===== config.mk =====
export PLATFORM = sky130hd
export DESIGN_NAME = bitplane_sequencer
export DESIGN_NICKNAME = d
export VERILOG_FILES = /design/src/rtl/bitplane_pkg.sv /design/src/rtl/bitplane_lat_counter.sv /design/src/rtl/bitplane_sequencer.sv
export SDC_FILE = /design/constraint.sdc
export NUM_CORES = 1
export LEC_CHECK = 0
export BUFFER_PORTS_ARGS = -buffer_cell sky130_fd_sc_hd__buf_2
export CORE_MARGIN = 2
export CORE_UTILIZATION = 30
export CTS_BUF_LIST = sky130_fd_sc_hd__clkbuf_2 sky130_fd_sc_hd__clkbuf_4 sky130_fd_sc_hd__clkbuf_8
export CTS_CLUSTER_SIZE = 30
export DETAILED_ROUTE_END_ITERATION = 12
export PLACE_DENSITY = 0.63
export SYNTH_ARGS = -nofsm -noshare
export SYNTH_HDL_FRONTEND = slang
export SYNTH_HIERARCHICAL = 1
export SYNTH_SLANG_ARGS = --single-unit

===== constraint.sdc =====
create_clock -name clk -period 2.3 [get_ports clk]
set_input_delay 0.115 -clock clk [delete_from_list [all_inputs] [get_ports clk]]
set_output_delay 0.115 -clock clk [all_outputs]
set_load 0.01 [all_outputs]

===== src/rtl/bitplane_pkg.sv =====
// rtl/bitplane_pkg.sv - shared types and constants for the bit-plane sequencer
//
// Purpose : state encoding, default geometry, index width helper and the
//           first/last plane index for each walk order.
// Ports   : none (package).
// Config  : BITPLANE_LSB_FIRST_EN selects LSB-plane-first ordering in the
//           top level; both orders' constants live here.
package bitplane_pkg;

   typedef enum logic [2:0] {
      ST_IDLE    = 3'd0,
      ST_LOAD    = 3'd1,
      ST_WAIT    = 3'd2,
      ST_PRESENT = 3'd3,
      ST_DONE    = 3'd4
   } state_t;

   localparam int DEF_WORD_W   = 25;
   localparam int DEF_LANES    = 64;
   localparam int DEF_LOAD_LAT = 1;

   // Latency counter width; LOAD_LAT is limited to 1..15.
   localparam int LAT_CNT_W = 4;

   // A single-plane run still needs a one-bit index register.
   function automatic int idx_width(input int n);
      return (n > 1) ? $clog2(n) : 1;
   endfunction

   localparam int IDX_W = idx_width(DEF_WORD_W);

   // Index bounds for the default sample width, per walk order.
   localparam logic [IDX_W-1:0] MSB_ORDER_FIRST_IDX = '0;
   localparam logic [IDX_W-1:0] MSB_ORDER_LAST_IDX  = IDX_W'(DEF_WORD_W - 1);
   localparam logic [IDX_W-1:0] LSB_ORDER_FIRST_IDX = IDX_W'(DEF_WORD_W - 1);
   localparam logic [IDX_W-1:0] LSB_ORDER_LAST_IDX  = '0;

endpackage


===== src/rtl/bitplane_lat_counter.sv =====
// rtl/bitplane_lat_counter.sv - loadable down-counter timing the source latency
//
// Purpose : loaded with the source latency while the load strobe is out,
//           counts down while waiting; expire flags the capture cycle.
// Ports   : clk, rst_n   - clock, asynchronous active-low reset
//           load_en      - load count_q with load_val
//           load_val     - latency in cycles (1..15)
//           dec_en       - decrement (saturates at zero)
//           expire       - high while the count is exactly 1
module bitplane_lat_counter
   import bitplane_pkg::*;
#(
   parameter int CNT_W = LAT_CNT_W
)(
   input  logic             clk,
   input  logic             rst_n,
   input  logic             load_en,
   input  logic [CNT_W-1:0] load_val,
   input  logic             dec_en,
   output logic             expire
);

   logic [CNT_W-1:0] count_q;
   logic [CNT_W-1:0] count_d;

   always_comb begin
      count_d = count_q;
      if (load_en) begin
         count_d = load_val;
      end else if (dec_en && (count_q != '0)) begin
         count_d = count_q - CNT_W'(1);
      end
   end

   always_ff @(posedge clk or negedge rst_n) begin
      if (!rst_n) begin
         count_q <= '0;
      end else begin
         count_q <= count_d;
      end
   end

   assign expire = (count_q == CNT_W'(1));

endmodule


===== src/rtl/bitplane_sequencer.sv =====
// rtl/bitplane_sequencer.sv - walks the bit-plane source through every plane of a run
//
// Purpose : per plane: drive bit_idx, strobe load, wait LOAD_LAT cycles,
//           capture plane_in and offer it downstream on valid/ready.
// Ports   : clk, rst_n            - clock, asynchronous active-low reset
//           start, abort, busy, done - run control
//           load, bit_idx, plane_in - bit-plane source side
//           out_valid, out_ready, out_plane, out_idx, out_last
//                                - downstream plane stream
// Config  : BITPLANE_LSB_FIRST_EN defined -> planes WORD_W-1 down to 0;
//           undefined -> planes 0 up to WORD_W-1.
module bitplane_sequencer
   import bitplane_pkg::*;
#(
   parameter int WORD_W   = DEF_WORD_W,
   parameter int LANES    = DEF_LANES,
   parameter int LOAD_LAT = DEF_LOAD_LAT
)(
   input  logic             clk,
   input  logic             rst_n,
   input  logic             start,
   input  logic             abort,
   output logic             busy,
   output logic             done,
   output logic             load,
   output logic [31:0]      bit_idx,
   input  logic [LANES-1:0] plane_in,
   output logic             out_valid,
   input  logic             out_ready,
   output logic [LANES-1:0] out_plane,
   output logic [31:0]      out_idx,
   output logic             out_last
);

   localparam int LOC_IDX_W = idx_width(WORD_W);

`ifdef BITPLANE_LSB_FIRST_EN
   localparam logic [LOC_IDX_W-1:0] FIRST_IDX = LOC_IDX_W'(WORD_W - 1);
   localparam logic [LOC_IDX_W-1:0] LAST_IDX  = '0;
`else
   localparam logic [LOC_IDX_W-1:0] FIRST_IDX = '0;
   localparam logic [LOC_IDX_W-1:0] LAST_IDX  = LOC_IDX_W'(WORD_W - 1);
`endif

   state_t                 state_q,     state_d;
   logic [LOC_IDX_W-1:0]   idx_q,       idx_d;
   logic [LOC_IDX_W-1:0]   out_idx_q,   out_idx_d;
   logic [LANES-1:0]       out_plane_q, out_plane_d;
   logic                   busy_q,      busy_d;
   logic                   done_q,      done_d;
   logic                   load_q,      load_d;
   logic                   out_valid_q, out_valid_d;
   logic                   out_last_q,  out_last_d;

   logic [LOC_IDX_W-1:0]   idx_step;
   logic                   lat_load;
   logic                   lat_dec;
   logic                   lat_expire;

`ifdef BITPLANE_LSB_FIRST_EN
   assign idx_step = idx_q - LOC_IDX_W'(1);
`else
   assign idx_step = idx_q + LOC_IDX_W'(1);
`endif

   assign lat_load = (state_q == ST_LOAD);
   assign lat_dec  = (state_q == ST_WAIT);

   bitplane_lat_counter #(
      .CNT_W    (LAT_CNT_W)
   ) u_lat_counter (
      .clk      (clk),
      .rst_n    (rst_n),
      .load_en  (lat_load),
      .load_val (LAT_CNT_W'(LOAD_LAT)),
      .dec_en   (lat_dec),
      .expire   (lat_expire)
   );

   always_comb begin
      state_d     = state_q;
      idx_d       = idx_q;
      out_idx_d   = out_idx_q;
      out_plane_d = out_plane_q;
      out_last_d  = out_last_q;

      case (state_q)
         ST_IDLE: begin
            if (start) begin
               state_d = ST_LOAD;
               idx_d   = FIRST_IDX;
            end
         end
         ST_LOAD: begin
            state_d = ST_WAIT;
         end
         ST_WAIT: begin
            if (lat_expire) begin
               out_plane_d = plane_in;
               out_idx_d   = idx_q;
               out_last_d  = (idx_q == LAST_IDX);
               state_d     = ST_PRESENT;
            end
         end
         ST_PRESENT: begin
            if (out_ready) begin
               if (idx_q == LAST_IDX) begin
                  state_d = ST_DONE;
               end else begin
                  idx_d   = idx_step;
                  state_d = ST_LOAD;
               end
            end
         end
         ST_DONE: begin
            state_d = ST_IDLE;
         end
         default: begin
            state_d = ST_IDLE;
         end
      endcase

      // Abort overrides everything, including a same-cycle handshake; in
      // IDLE it is ignored so a simultaneous start still launches a run.
      if (abort && (state_q != ST_IDLE)) begin
         state_d = ST_IDLE;
         idx_d   = FIRST_IDX;
      end

      // Outputs are registered copies of the next-state decode, so they
      // line up exactly with the state they describe.
      busy_d      = (state_d != ST_IDLE);
      load_d      = (state_d == ST_LOAD);
      out_valid_d = (state_d == ST_PRESENT);
      done_d      = (state_d == ST_DONE);
      if (state_d != ST_PRESENT) begin
         out_last_d = 1'b0;
      end
   end

   always_ff @(posedge clk or negedge rst_n) begin
      if (!rst_n) begin
         state_q     <= ST_IDLE;
         idx_q       <= '0;
         out_idx_q   <= '0;
         out_plane_q <= '0;
         busy_q      <= 1'b0;
         done_q      <= 1'b0;
         load_q      <= 1'b0;
         out_valid_q <= 1'b0;
         out_last_q  <= 1'b0;
      end else begin
         state_q     <= state_d;
         idx_q       <= idx_d;
         out_idx_q   <= out_idx_d;
         out_plane_q <= out_plane_d;
         busy_q      <= busy_d;
         done_q      <= done_d;
         load_q      <= load_d;
         out_valid_q <= out_valid_d;
         out_last_q  <= out_last_d;
      end
   end

   assign busy      = busy_q;
   assign done      = done_q;
   assign load      = load_q;
   assign bit_idx   = {{(32-LOC_IDX_W){1'b0}}, idx_q};
   assign out_valid = out_valid_q;
   assign out_plane = out_plane_q;
   assign out_idx   = {{(32-LOC_IDX_W){1'b0}}, out_idx_q};
   assign out_last  = out_last_q;

endmodule

==> After elaboration in Yosys (flattened, before gate mapping) <==
Cells that the tools add are included.
{ "word_totals": {"wordCells": 53, "inputBits": 69, "regBits": 86} }
{ "op_classes": {"reduce_logical": 13, "add_sub_neg": 2, "mux": 16, "n_eq_ne": 12} }
{ "ops": {"columns": ["cell", "n"], "rows": [
  ["2-to-1 mux 5 bit", 4],
  ["2-to-1 mux 3 bit", 5],
  ["case mux 3 bit (4 select lines)", 1],
  ["case mux 5 bit (2 select lines)", 1],
  ["equality test 3 x 2 -> 1 bit (second input constant)", 3],
  ["!= test 3 bit (second input constant)", 3],
  ["nonzero test 3 bit", 3],
  ["2-to-1 mux 4 bit", 2],
  ["equality test 3 x 1 -> 1 bit (second input constant)", 2],
  ["nonzero test 2 bit", 3],
  ["adder 5 x 1 -> 5 bit (second input constant)", 1],
  ["equality test 5 bit (second input constant)", 1],
  ["equality test 4 x 1 -> 1 bit (second input constant)", 1],
  ["AND reduction 2 bit", 2],
  ["AND reduction 4 bit", 1],
  ["nonzero test 4 bit", 1],
  ["subtractor 4 x 1 -> 4 bit (second input constant)", 1],
  ["equality test 3 bit (second input constant)", 1],
  ["logical NOT 3 bit", 1],
  ["2-to-1 mux 1 bit", 3],
  ["!= test 3 x 2 -> 1 bit (second input constant)", 1],
  ["logical AND 1 bit", 2]
]} }

==> Longest topological paths before layout <==
Gate-level depths: netlist of run 1.
{ "logic_depth": {"ltp_word": 8, "depth_mapped": 8, "mapped_depth_nobuf": 7} }

==> Modules after synthesis <==
The synthesis of run 1 kept the hierarchy.
{ "modules_own_cells": {"columns": ["module", "area_each_um2", "cells_each", "seq_area_each_um2", "n_inst"], "rows": [
  ["bitplane_sequencer", 3689.8, 276, 2052.0, 1],
  ["bitplane_lat_counter", 282.8, 29, 100.1, 1]
]} }

==> Least setup slack after synthesis of run 1 <==
Ideal clock, no wire load.
{ "synth_timing": {"path_type": "flip-flop to flip-flop", "start": "register u_lat_counter.count_q[1]", "end": "register out_last_q, in the netlist out_last", "stages_incl_launch_ff": 9, "setup_time_ns": 0.086, "path_slack_ns": 0.404, "t_required_ns": 2.214, "t_arrival_ns": 1.810, "path_buffers": 1, "path_cell_list": "dfrtp_1 inv_1 ha_1 nor3b_1 nand2_2 nor3_4 buf_6 mux2_1 nor3_1"} }
{ "synth_between": {"elab_chain_len": 7} }
{ "synth_lines": {"columns": ["item", "line", "text"], "rows": [
  ["from (decl)", "bitplane_lat_counter.sv:23", "logic [CNT_W-1:0] count_q;"],
  ["from (signal assigned)", "bitplane_lat_counter.sv:39", "count_q <= count_d;"],
  ["equality test 4 x 1 -> 1 bit *", "bitplane_lat_counter.sv:43", "assign expire = (count_q == CNT_W'(1));"],
  ["named net lat_expire", "bitplane_sequencer.sv:58", "logic lat_expire;"],
  ["2-to-1 mux 3 bit", "bitplane_sequencer.sv:98", "if (lat_expire) begin"],
  ["case mux 3 bit (4 select lines)", "bitplane_sequencer.sv:87", "case (state_q)"],
  ["2-to-1 mux 3 bit", "bitplane_sequencer.sv:125", "if (abort && (state_q != ST_IDLE)) begin"],
  ["!= test 3 x 2 -> 1 bit", "bitplane_sequencer.sv:136", "if (state_d != ST_PRESENT) begin"],
  ["nonzero test 2 bit (no line)", null, null],
  ["AND reduction 2 bit (no line)", null, null],
  ["to (signal assigned)", "bitplane_sequencer.sv:161", "out_last_q <= out_last_d;"],
  ["to (decl)", "bitplane_sequencer.sv:53", "logic out_last_q, out_last_d;"]
]} }
The timed path passes the listed nets; every way through them passes the cells marked *.
A chain may end at the register's enable or synchronous reset.

==> Final worst setup path of run 1 <==
{ "layout_timing": {"start": "register u_lat_counter.count_q[1]", "end": "register out_plane_q[35], in the netlist out_plane[35]"} }
{ "layout_between": {"elab_chain_len": 2} }
{ "layout_lines": {"columns": ["item", "line", "text"], "rows": [
  ["equality test 4 x 1 -> 1 bit", "bitplane_lat_counter.sv:43", null],
  ["named net lat_expire", "bitplane_sequencer.sv:58", null],
  ["AND reduction 2 bit (no line)", null, null],
  ["to (signal assigned)", "bitplane_sequencer.sv:156", "out_plane_q <= out_plane_d;"],
  ["to (decl)", "bitplane_sequencer.sv:48", "logic [LANES-1:0] out_plane_q, out_plane_d;"]
]} }
The timed path passes the listed nets, and every way through them passes these cells.

==> results of run 1 <==
-- layout by cell type (no fill, tap or decap), types with 4 or more instances in the layout --
master and instances:
buf_2 146, dfrtp_1 86, dlygate4sd3_1 65, mux2_2 62
conb_1 58, inv_1 11, nor2_1 11, nand2_1 10
clkbuf_8 10, mux2_1 8, buf_4 5, nor3b_1 4
ha_1 4
-- cell type report --
cell class / instances / area [µm²] / area share
inverter: 11 / 41.3 / 0.00742
sequential: 86 / 2150 / 0.387
tap: 176 / 220 / 0.0396
clock buffer: 13 / 160 / 0.0288
multi-input combinational: 200 / 1490 / 0.267
timing repair buffer: 218 / 1460 / 0.262
clock inverter: 3 / 43.8 / 0.00787
-- routing by layer --
layer | part of all wire | up-vias | track usage | routed length [µm]
met4 | 0.024 | 0 | 0.0632 | 223
met5 | 0 | - | 0 | 0
met1 | 0.40 | 1409 | 0.152 | 3680
li1 | - | 1382 | - | -
met2 | 0.50 | 133 | 0.228 | 4580
met3 | 0.076 | 20 | 0.0407 | 694
-- worst max-delay path, delay by kind of cell (launching register included) --
family                   cells  cell delay, ns
AND/OR/NAND/NOR              3            0.52
buffers and inverters        2            0.41
flip-flops                   1            0.41
multiplexers                 1            0.38
adder cells (fa/ha/maj)      1            0.13
-- state kept, by name (all words and copies together) (netlist names) --
name	cells
out_plane	64
out_last	1
busy	1
state_q	3
u_lat_counter/count_q	4
done	1
idx_q	5
out_valid	1
load	1
out_idx_q	5
-- logic make-up (layout without fill, tap and decap cells) --
logic type               after synthesis  after routing  synth area share
flip-flops                            86             86             0.542
buffers and inverters                 75            245             0.137
multiplexers                          71             71             0.201
AND/OR/NAND/NOR                       48             48            0.0721
adder cells (fa/ha/maj)                4              4            0.0126
AO/OA/AOI/OAI                         19             19            0.0340
other                                  2             58           0.00189
-- where the power goes --
| part | internal [mW] | switching (mW) | leakage [nW] | total, mW |
|---|---|---|---|---|
| clock | 0.569 | 0.512 | 0.108 | 1.08 |
| sequential | 2.09 | 0.323 | 1.12 | 2.41 |
| combinational | 1.00 | 0.883 | 1.66 | 1.88 |
-- what timing repair did --
item / 4_1_cts / 5_1_grt
hold endpoints to repair: 104 / 0
hold buffers: 65 / 0
endpoints found under the setup margin: 0 / 0
-- worst max-delay path by stage --
| stage | from | to | slack, ns | depth (start not counted) |
|---|---|---|---|---|
| after global routing | u_lat_counter/count_q[1] | out_plane[22] | 0.16 | 7 |
| after global placement | u_lat_counter/count_q[1] | out_plane[58] | 0.34 | 7 |
| after detailed placement | u_lat_counter/count_q[1] | out_plane[61] | 0.29 | 7 |
| after floorplan | u_lat_counter/count_q[1] | out_last | 0.40 | 8 |
| final | u_lat_counter/count_q[1] | out_plane[35] | 0.28 | 7 |
| after CTS | u_lat_counter/count_q[1] | out_plane[24] | 0.28 | 7 |
-- per-stage QoR --
step	setup slack (ns)	cells	hold slack (ns)	total power, mW
floorplan	0.404	361	-0.181	3.52
detailed placement	0.289	626	0.137	4.25
finish	0.276	707	0.122	5.38
CTS	0.277	707	0.0801	5.46
global placement	0.340	626	0.128	4.17
global route	0.155	707	0.126	5.77
==> results.txt, run 1 <==
The layout filler cell count is 1191. The areal power density over the cells is 966 mW/mm². The worst clock skew on the final layout came out at 0.00944 ns. The terminus of the critical flop-to-flop path is out_plane[35]. The residual antenna-violating net count after detailed routing came out at 0. The clock network latency to the later pin of the worst-skew pair is 0.36 ns.

The synthesized instance count came out at 305. The max-slew violation count came out at 0. The H-tree level count is 3. The fraction of post-synthesis cell area in the top cell type by area is 0.542. The share of the Yosys chip area taken by registers is 0.542. The most used flip-flop cell after synthesis is dfrtp_1.

The HPWL after detailed placement came out at 5980 µm. The total via count after detailed routing came out at 2944. The detailed router finished its first iteration with 107 violations.

The fraction of final layout cells with drive strength greater than 1 is 0.448. The number of distinct standard cells referenced by the synthesized netlist came out at 40. The count of antenna diodes in the layout is 0. The max-slew headroom at the worst pin came out at 0.640. In the final routed layout, each cell accounts on average for 13.0 µm. The worst flop-to-flop path startpoint is u_lat_counter/count_q[1]. For this design, the sink count on the clock tree is 86. The number of hold violations in the final report came out at 0. Summed over all layers, the global routing overflow is 0.

By area the synthesized netlist is led by dfrtp_1 54%, mux2_2 18%, buf_4 10%, mux2_1 2.3%, buf_6 2.0%. The number of storage elements in the synthesis netlist came out at 86. The number of cells on the worst reg-to-reg path is 7.

After synthesis, the share of flip-flops with an asynchronous set or reset is 1.00. By count the netlist is led by 86 x dfrtp_1, 62 x mux2_2, 55 x buf_4. The post-synthesis instance area is 0.00397 mm². The final instance area came out at 0.00556 mm².

For this run, the slowest stage of the critical path takes 0.41 ns. The static leakage is 2.88 nW. The initial antenna violation count is 0. The total routed wirelength came out at 9190 µm. In the finished design, the share of the clock period the worst path needs comes to 0.880.

The placed standard-cell area is 0.00471 mm². Routability-driven placement finished with a final weighted congestion of 0.682. The worst setup path is launched from a flip-flop.

The port buffer count came out at 147. The worst-margin pin slew is 0.540 ns. The total of cells resized after clock tree synthesis came out at 0.

The worst hold path terminates at idx_q[0]. The height of the die came out at 119 µm. The setup TNS is 0 ns. Data on the critical path is required at its endpoint by 2.54 ns. The remaining design rule violation count is 0. The number of maximum-capacitance violations came out at 0. The register-to-register path setup slack is 0.28 ns. The start-to-end type of the worst setup path is reg -> reg. STA classifies the critical path endpoint as a flip-flop. Yosys printed 6 warnings. The flow ran to the end, and the final reports show no timing, DRC or antenna violations. The count of pins on the block boundary is 202. The area of the core is 0.0131 mm².

The register clock-pin slew on the reported worst setup and hold paths is 0.08 ns. The final net count came out at 599. The initial utilization of the core area, before any placement, comes to 0.304. The path category of the worst min-delay check is in -> reg. Across every metal layer, demand over resource in global routing totals 0.134. The largest individual stage delay along the critical path comes from the cell dfrtp_1.

The share of the core filled with cells is 0.425. The pin count of the biggest net entering global routing came out at 61. The synthesized area per cell is 13.0 µm². The wire length of the first global-routing pass is 14800 µm. The number of buffers added for setup after CTS came out at 0.

Of all cell types, the one taking the most synthesized area is dfrtp_1. Using the TritonRoute via totals, the vias-per-cell ratio works out to 4.16. In this run, synthesis inferred 0 flip-flops with an integrated enable.

Setup repair after global routing left no endpoint under its margin. In the post-synthesis netlist, the cell with the most instances is dfrtp_1. The width of the die is 119 µm.

The clock period could shrink to 2.02 ns. The via count of the first global-routing pass is 3008. The critical path goes through inv_1 -> ha_1 -> nor3b_1 -> nand2_2 -> nor3_4 -> buf_12 -> mux2_2.

The root buffer cell chosen for the clock tree is clkbuf_8. The instance count along the most critical hold path is 3. At the worst endpoint, the arrival time is 2.26 ns.

Clock tree synthesis inserted a total of 9 buffers. The number of rows in the core area is 42. The peak supply drop came out at 285 µV.

The startpoint identified for the worst hold timing path is out_ready. The highest net fanout along the worst path came out at 60. The final setup violation count came out at 0. The TritonCTS clock tree is yes. The full die area came out at 0.0142 mm². The total iterations of the first detailed-routing run is 4. The maximum clock path buffer count came out at 2.

Derived from the worst setup path, the maximum achievable clock frequency is 494 MHz. The area growth from synthesis to final layout is 40.1%.
Note: power is estimated with default switching activity, not from simulation.
==> run 2: changes to the inputs <==
--- a/config.mk
+++ b/config.mk
@@ -11,7 +11,6 @@
 export CTS_BUF_LIST = sky130_fd_sc_hd__clkbuf_2 sky130_fd_sc_hd__clkbuf_4 sky130_fd_sc_hd__clkbuf_8
 export CTS_CLUSTER_SIZE = 30
 export DETAILED_ROUTE_END_ITERATION = 12
-export PLACE_DENSITY = 0.63
 export SYNTH_ARGS = -nofsm -noshare
 export SYNTH_HDL_FRONTEND = slang
 export SYNTH_HIERARCHICAL = 1
==> results.txt, run 2 (same netlist as run 1, synthesis figures left out) <==
The width of the die came out at 119 µm (unchanged). The worst clock skew on the final layout came out at 0.00905 ns (-0.000394 ns). The full die area came to 0.0142 mm² (unchanged). The final weighted congestion in routability-driven placement is 0.767 (+12%). The register cell area after layout is 0.00215 mm² (unchanged). The number of hold violations in the final report is 0 (unchanged). The max-slew violation count is 0 (unchanged). The residual antenna-violating net count after detailed routing is 0 (unchanged). The areal power density over the cells came out at 966 mW/mm² (about the same).

The flip-flop count of the largest register, all copies and words added came out at 64 (unchanged). The remaining design rule violation count is 0 (unchanged). The number of CTS-inserted buffers is 9 (unchanged).

The via count of the first global-routing pass came out at 2843 (-5.5%). The total number of clock tree sinks came out at 86 (unchanged). The arrival time reported for the critical path endpoint was 2.30 ns (+0.04 ns). The total area of multi-input combinational cells came to 0.00149 mm² (unchanged). The count of pins on the block boundary came out at 202 (unchanged).

The critical path required time is 2.58 ns (+0.04 ns). The post-placement worst setup slack is 0.280 ns (-0.00961 ns). The port buffer count is 147 (unchanged). The worst-margin pin slew is 0.529 ns (-0.0110 ns). The static leakage came out at 2.88 nW (-0.21%). The achievable frequency came to 495 MHz (+0.12%).

The final setup violation count came out at 0 (unchanged). TritonCTS built the clock tree. The total via count after detailed routing came out at 2904 (-1.4%). The post-route fraction of the period consumed by the critical path came out at 0.879 (-0.00102).

The total routed wirelength came to 8870 µm (-3.5%). Setup repair after global routing left no endpoint under its margin. Compared with the post-synthesis result, the final layout area differs by 40.4%. The pin count of the biggest net entering global routing was 48 (-21%). The fraction of final layout cells with drive strength greater than 1 came to 0.448 (unchanged).

The maximum clock path buffer count came out at 2 (unchanged). The average wire per cell in the routed design is 12.5 µm (-3.5%). The root buffer selected by CTS is clkbuf_8. The total iterations of the first detailed-routing run came to 4 (unchanged). The peak supply drop came out at 343 µV (+20%).

The final instance area came out at 0.00558 mm² (+0.22%). The final cell count without fillers was 707 (unchanged). The total of cells resized after clock tree synthesis came out at 0 (unchanged). The clock network latency to the later pin of the worst-skew pair came out at 0.36 ns (about the same). By startpoint and endpoint, the worst setup path is classified as reg -> reg. The number of maximum-capacitance violations came out at 0 (unchanged). STA classifies the critical path startpoint as a flip-flop.

The average vias per placed instance was 4.11 (-1.4%). The flow ran to the end, and the final reports show no timing, DRC or antenna violations. The effective utilization at floorplan came to 0.304 (unchanged). The top cell types in the final layout, fill and taps aside, are 146 x buf_2, 86 x dfrtp_1, 65 x dlygate4sd3_1. The placed standard-cell area came out at 0.00472 mm² (+0.27%). The H-tree level count is 3 (unchanged).

The final net count came to 599 (unchanged). In this run the worst hold path is classified as in -> reg. The highest net fanout along the worst path was 36 (-40%). The area of the core came out at 0.0131 mm² (unchanged). The setup TNS came out at 0 ns (unchanged). The instance count after placement with tap cells included is 626 (unchanged). The total routing resource utilization after global routing was 0.125 (-0.00892). The layout filler cell count came to 1227 (+3.0%). The leftover overflow at the end of global routing is 0 (unchanged).

The register clock-pin slew on the reported worst setup and hold paths is 0.09 ns (about the same). STA classifies the critical path endpoint as a flip-flop. The max-slew headroom at the worst pin came out at 0.647 (+0.00733).

The height of the die came to 119 µm (unchanged). The wire length of the first global-routing pass came out at 13900 µm (-6.4%). The number of rows in the core area came to 42 (unchanged).

The worst-case setup margin in the final layout is 0.278 ns (+0.00235 ns). The clock period minus final worst setup slack is 2.02 ns (-0.00235 ns). The library cell used most frequently in the layout, excluding fill and tap cells, is buf_2.

The count of antenna diodes in the layout was 0 (unchanged). The starting DRC count in detailed routing came out at 149 (+39%). The HPWL after detailed placement is 5680 µm (-5.0%).

The initial antenna violation count came out at 0 (unchanged).
## run 2: changes by cell type in the layout (fill, tap and decap cells not counted)
cell        previous run  this run
buf_12                 2         3
clkbuf_4               3         1
buf_4                  5         4
clkinvlp_4             0         2
## run 2: path summary, 6_finish.rpt
kind / from / to / slack [ns] / cells after the start
min: out_ready / idx_q[0] / 0.11 / 3
max reg2reg: u_lat_counter/count_q[1] / out_last / 0.28 / 8
min reg2reg: out_plane[5] / out_plane[5] / 0.49 / 1
min in group asynchronous: rst_n / out_plane[27] / 0.26 / 2
max: u_lat_counter/count_q[1] / out_last / 0.28 / 8
max in group asynchronous: rst_n / out_plane[30] / 1.39 / 3
## run 2: metal layers
metal / GRT usage / up-vias / routed length [µm] / part of all wire
met5: 0 / - / 0 / 0
met4: 0.0513 / 0 / 133 / 0.015
met3: 0.0335 / 11 / 577 / 0.065
met2: 0.211 / 119 / 4340 / 0.49
met1: 0.150 / 1399 / 3820 / 0.43
li1: - / 1375 / - / -
## run 2: cell type report
class | instances | area share
Sequential cell | 86 | 0.386
Multi-Input combinational cell | 200 | 0.267
Timing Repair Buffer | 218 | 0.264
Tap cell | 176 | 0.0395
Clock buffer | 11 | 0.0260
Clock inverter | 5 | 0.0105
Inverter | 11 | 0.00740
## run 2: worst max-delay path: stages (launching register included)
cell,delay (ns)
dfrtp_1,0.41
inv_1,0.09
ha_1,0.13
nor3b_1,0.23
nand2_2,0.11
nor3_4,0.24
buf_12,0.26
mux2_1,0.35
nor3_1,0.13
## run 2: where the power goes
part | switching [mW] | internal [mW] | leakage (nW) | total (mW)
logic | 0.889 | 1.00 | 1.66 | 1.89
registers | 0.304 | 2.09 | 1.12 | 2.39
clock network | 0.557 | 0.544 | 0.0990 | 1.10
## run 2: repair_timing
action / in CTS / in global routing
hold buffers: 65 / 0
buffers inserted: 0 / 0
endpoints found under the hold margin: 103 / 0
## run 2: metrics by stage
stage               utilization  hold WS, ns  total power, mW
floorplan                     -       -0.181             3.52
global placement          0.361        0.125             4.17
detailed placement        0.361        0.129             4.23
CTS                       0.426       0.0866             5.44
global route              0.426        0.119             5.73
finish                    0.426        0.112             5.38
